### src/rtl/mux_rr_arbiter.sv
// Round-robin arbiter/sequencer driving the select of a shared 4:1 datapath mux.
// Grants one requester at a time, holds until done/drop/timeout, always idles one cycle between owners.
module mux_rr_arbiter #(
    parameter int unsigned MAX_HOLD = 15,
    parameter int unsigned CNT_W    = 4
) (
    input  logic       clk_i,
    input  logic       rst_i,
    input  logic [3:0] req_i,
    input  logic       done_i,
    output logic [3:0] grant_o,
    output logic [1:0] sel_o,
    output logic       busy_o,
    output logic       timeout_o
);

    localparam int unsigned N_REQ = 4;
    localparam int unsigned IDX_W = 2;

    typedef enum logic {
        ST_IDLE = 1'b0,
        ST_HOLD = 1'b1
    } state_e;

    state_e             state_q, state_d;
    logic [IDX_W-1:0]   ptr_q, ptr_d;
    logic [CNT_W-1:0]   cnt_q, cnt_d;
    logic [N_REQ-1:0]   grant_q, grant_d;
    logic [IDX_W-1:0]   sel_q, sel_d;
    logic               busy_q, busy_d;
    logic               timeout_q, timeout_d;

    logic               pick_vld_c;
    logic [IDX_W-1:0]   pick_idx_c;
    logic               owner_req_c;
    logic               hold_limit_c;
    logic               release_c;
    logic               timeout_c;

    // First requester at or after the priority pointer, wrapping modulo N_REQ.
    always_comb begin
        logic [IDX_W-1:0] cand;
        pick_vld_c = 1'b0;
        pick_idx_c = ptr_q;
        cand       = ptr_q;
        for (int unsigned i = 0; i < N_REQ; i++) begin
            cand = ptr_q + IDX_W'(i);
            if (!pick_vld_c && req_i[cand]) begin
                pick_vld_c = 1'b1;
                pick_idx_c = cand;
            end
        end
    end

    // sel_q doubles as the owner index while holding.
    always_comb begin
        owner_req_c  = req_i[sel_q];
        hold_limit_c = (MAX_HOLD != 0) && (cnt_q == CNT_W'(MAX_HOLD - 1));
        release_c    = done_i || !owner_req_c || hold_limit_c;
        timeout_c    = hold_limit_c && !done_i && owner_req_c;
    end

    always_ff @(posedge clk_i or negedge rst_i) begin
        if (!rst_i) begin
            state_q <= ST_IDLE;
        end else begin
            state_q <= state_d;
        end
    end

    always_comb begin
        state_d = state_q;
        case (state_q)
            ST_IDLE: if (pick_vld_c) state_d = ST_HOLD;
            ST_HOLD: if (release_c)  state_d = ST_IDLE;
            default: state_d = ST_IDLE;
        endcase
    end

    // Next values for the registered outputs and datapath state.
    always_comb begin
        grant_d   = grant_q;
        sel_d     = sel_q;
        busy_d    = busy_q;
        timeout_d = 1'b0;
        ptr_d     = ptr_q;
        cnt_d     = cnt_q;
        case (state_q)
            ST_IDLE: begin
                if (pick_vld_c) begin
                    grant_d = N_REQ'(1) << pick_idx_c;
                    sel_d   = pick_idx_c;
                    busy_d  = 1'b1;
                    cnt_d   = '0;
                end
            end
            ST_HOLD: begin
                if (release_c) begin
                    grant_d   = '0;
                    busy_d    = 1'b0;
                    ptr_d     = sel_q + IDX_W'(1);
                    timeout_d = timeout_c;
                end else if (cnt_q != {CNT_W{1'b1}}) begin
                    cnt_d = cnt_q + CNT_W'(1);
                end
            end
            default: begin
                grant_d = '0;
                busy_d  = 1'b0;
            end
        endcase
    end

    always_ff @(posedge clk_i or negedge rst_i) begin
        if (!rst_i) begin
            grant_q   <= '0;
            sel_q     <= '0;
            busy_q    <= 1'b0;
            timeout_q <= 1'b0;
            ptr_q     <= '0;
            cnt_q     <= '0;
        end else begin
            grant_q   <= grant_d;
            sel_q     <= sel_d;
            busy_q    <= busy_d;
            timeout_q <= timeout_d;
            ptr_q     <= ptr_d;
            cnt_q     <= cnt_d;
        end
    end

    assign grant_o   = grant_q;
    assign sel_o     = sel_q;
    assign busy_o    = busy_q;
    assign timeout_o = timeout_q;

    a_grant_onehot0: assert property (@(posedge clk_i) disable iff (!rst_i)
        $onehot0(grant_q));
    a_busy_matches: assert property (@(posedge clk_i) disable iff (!rst_i)
        busy_q == (|grant_q));
    a_sel_is_owner: assert property (@(posedge clk_i) disable iff (!rst_i)
        busy_q |-> grant_q[sel_q]);
    a_no_direct_handoff: assert property (@(posedge clk_i) disable iff (!rst_i)
        (busy_q && $past(busy_q)) |-> (grant_q == $past(grant_q)));

endmodule

### config.mk
export PLATFORM = sky130hd
export DESIGN_NAME = mux_rr_arbiter
export DESIGN_NICKNAME = d
export VERILOG_FILES = /design/src/rtl/mux_rr_arbiter.sv
export SDC_FILE = /design/constraint.sdc
export NUM_CORES = 1
export LEC_CHECK = 0
export ABC_AREA = 1
export CAP_MARGIN = 20
export CELL_PAD_IN_SITES_DETAIL_PLACEMENT = 0
export CELL_PAD_IN_SITES_GLOBAL_PLACEMENT = 1
export CORE_ASPECT_RATIO = 0.6
export CORE_UTILIZATION = 41
export DETAILED_ROUTE_END_ITERATION = 10
export PLACE_DENSITY_LB_ADDON = 0.3
export SETUP_SLACK_MARGIN = 0.3
export SLEW_MARGIN = 0
export SYNTH_ARGS = -nofsm -noshare
export SYNTH_HDL_FRONTEND = slang
export SYNTH_SLANG_ARGS = --single-unit
### constraint.sdc
create_clock -name clk_i -period 2.31 [get_ports clk_i]
set_input_delay 0.462 -clock clk_i [delete_from_list [all_inputs] [get_ports clk_i]]
set_output_delay 0.462 -clock clk_i [all_outputs]
set_load 0.01 [all_outputs]
==> impl_metrics.tcl <==
set metrics [dict create \
    status "finished, final reports clean" \
    layout_commonest_cell "nand2_1" \
    ant_nets 0 \
    wire_per_inst_microns 12.5 \
    synthCells 171 \
    arrival_ps 2070 \
    io_buffers 14 \
    die_w_microns 69.6 \
    worstMarginPinSlew_ps 716 \
    syn2layout_area_growth_pct 22.6 \
    crit_fanout 5 \
    hold_depth 2 \
    ios 15 \
    initial_core_util_pct 43.9 \
    regToRegEndpoint "grant_o[3]$_DFFE_PN0P_" \
    min_period_ps 1880 \
    ys_types 23 \
    crit_required_ps 2500 \
    slew-limit-headroom_pct 52.1 \
    cp-start-kind "primary input" \
    setup_viol 0 \
    irDropWorstVdd_uv 562 \
    final.setup.worst_slack_ps 432 \
    hpwl_microns 2120 \
    grt_max_degree 16 \
    synth_area_sq_mm 0.00112 \
    wl_met1_microns 1410 \
    antenna_found_initial 0 \
    synth_seq_cells 15 \
    route.met3.wl_microns 221 \
    viasPerCell 5.22 \
    r2r_setup_slack_ps 490 \
    totalNegativeSetupSlack_ps 0 \
    drtPass1Iterations 4 \
    crit_type "primary input to register" \
    pre_cts_slack_ps 79.0 \
    min_to "busy_o$_DFFE_PN0P_" \
    fillers 248 \
    syn_nets 180 \
    most-common-layout-cells "77 x nand2_1, 24 x nand3_1, 14 x dfrtp_1" \
    rsz0062_at_grt "yes" \
    die_y_microns 42.6 \
    ff2ff_path_depth 11 \
    highest_layer "met4" \
    final-max-slew-violation-count 0 \
    vias 1159 \
    finalCritPeriodShare_pct 81.3 \
    cts.reportedPaths.clkPinSlew_ps 60 \
    ys_warn_count 0 \
    cts_num_sinks 15 \
    htreeDepth 1 \
    antenna_cells 0 \
    synth_area_per_cell_sq_um 6.57 \
    fin_skew_ps 4.22 \
    cts_hold_buf 0 \
    overflow 0 \
    cts_tree "done" \
    cts_buffers 3 \
    fmax_mhz 533 \
    grt_pass1_vias 1005 \
    rows 14 \
    place.gp.congestion 0.786 \
    power_density_mw_per_mm2 1490 \
    clock_path_buffers 2 \
    holdCritPathClass "register to register" \
    grt_pass1_wl_microns 4750 \
    root_buffer "clkbuf_8" \
    dr_wl_met2_microns 1120 \
    hold_viol_final 0 \
    routed_wl_microns 2770 \
    drt_iter0_markers 59 \
    track_usage_pct 21.0 \
    fp.coreArea_sq_mm 0.00256 \
    nets 200 \
    drive_above_1_share_pct 14.7 \
    worstHoldStart "busy_o$_DFFE_PN0P_" \
    leakage_nw 0.728 \
    die-area_sq_mm 0.00296 \
    synth_seq_area_share_pct 33.4 \
    cp-end-kind "register" \
    drv_cap 0 \
    drc 0 \
    worstReg2RegStart "ptr_q[0]$_DFFE_PN0P_" \
    clock_latency_ps 250 \
    post-route-util_pct 53.9 \
]
==> critical path, stage by stage <==
cell and delay [ps]:
clkdlybuf4s50_1 530, nand2_1 70, nand2_1 90, nand2_1 80, nand2_2 150, nand4_1 210
nand2_1 110, nand2_1 100, nor2_2 130, nand2_1 80, nand2_1 50
==> Yosys cell counts, drive strengths merged <==
cell type / instances / area [sq um]
nand2: 87 / 347
nand3: 25 / 130
dfrtp: 15 / 375
inv: 12 / 45.1
nor2: 8 / 37.5
o21ai: 7 / 38.8
nand4: 4 / 25.0
clkbuf: 3 / 32.5
buf: 2 / 22.5
ha: 2 / 25.0
xor2: 2 / 17.5
a21oi: 1 / 5.00
a31oi: 1 / 6.26
o211ai: 1 / 7.51
xnor2: 1 / 8.76
==> worst max path at each step <==
stage	start	to	slack (ps)
floorplan	ptr_q[1]$_DFFE_PN0P_	grant_o[1]$_DFFE_PN0P_	730
global placement	req_i[0]	cnt_q[0]$_DFFE_PN0P_	110
detailed placement	req_i[3]	cnt_q[0]$_DFFE_PN0P_	80
CTS	ptr_q[1]$_DFFE_PN0P_	grant_o[3]$_DFFE_PN0P_	340
global route	req_i[0]	grant_o[0]$_DFFE_PN0P_	260
finish	req_i[0]	grant_o[3]$_DFFE_PN0P_	430
==> layer usage <==
layer  vias up  global-route usage (%)
li1        588                       -
met1       525                    32.1
met2        42                    28.5
met3         4                    5.29
met4         0                    6.12
met5         -                       0
==> layout make-up <==
class | count | area, sq um | share of cell area (%)
sequential | 15 | 377 | 27.3
tap | 32 | 40.0 | 2.91
timing repair buffer | 20 | 191 | 13.9
inverter | 12 | 50.0 | 3.63
clock buffer | 4 | 45.0 | 3.27
multi-input combinational | 139 | 674 | 49.0
==> repair_timing <==
item | in CTS | in global routing
buffers inserted | 0 | 3
gates cloned | 0 | 0
pin swaps | 0 | 4
resized for setup | 1 | 12
endpoints found under the setup margin | 2 | 11
==> state kept, by name, indices dropped and copies added, names as in the netlist <==
register and count:
busy_o 1, cnt_q 4, grant_o 4, ptr_q 2, sel_o 2, state_q 1, timeout_o 1
==> where the power goes <==
part | switching (W) | total (W) | internal [W]
Combinational | 0.000864 | 0.00136 | 0.000500
Sequential | 0.000112 | 0.000471 | 0.000359
Clock | 0.0000928 | 0.000215 | 0.000122
==> through the flow <==
stage / instances / hold slack, ps / cell area, sq um / total power (W)
final: 222 / 477 / 1380 / 0.00205
after global routing: 222 / 500 / 1380 / 0.00226
after CTS: 219 / 483 / 1320 / 0.00193
after detailed placement: 215 / 462 / 1270 / 0.00171
after global placement: 215 / 461 / 1270 / 0.00167
after floorplan: 171 / 166 / 1120 / 0.00141
==> cell families after synthesis <==
kind of cell	after synthesis	share of synthesized area (%)
buf+inv	17	8.91
fa+ha+maj	2	2.23
flops	15	33.4
simple gates	124	48.0
xor+xnor	3	2.34
compound gates	10	5.12
Note: power is estimated with default switching activity, not from simulation.
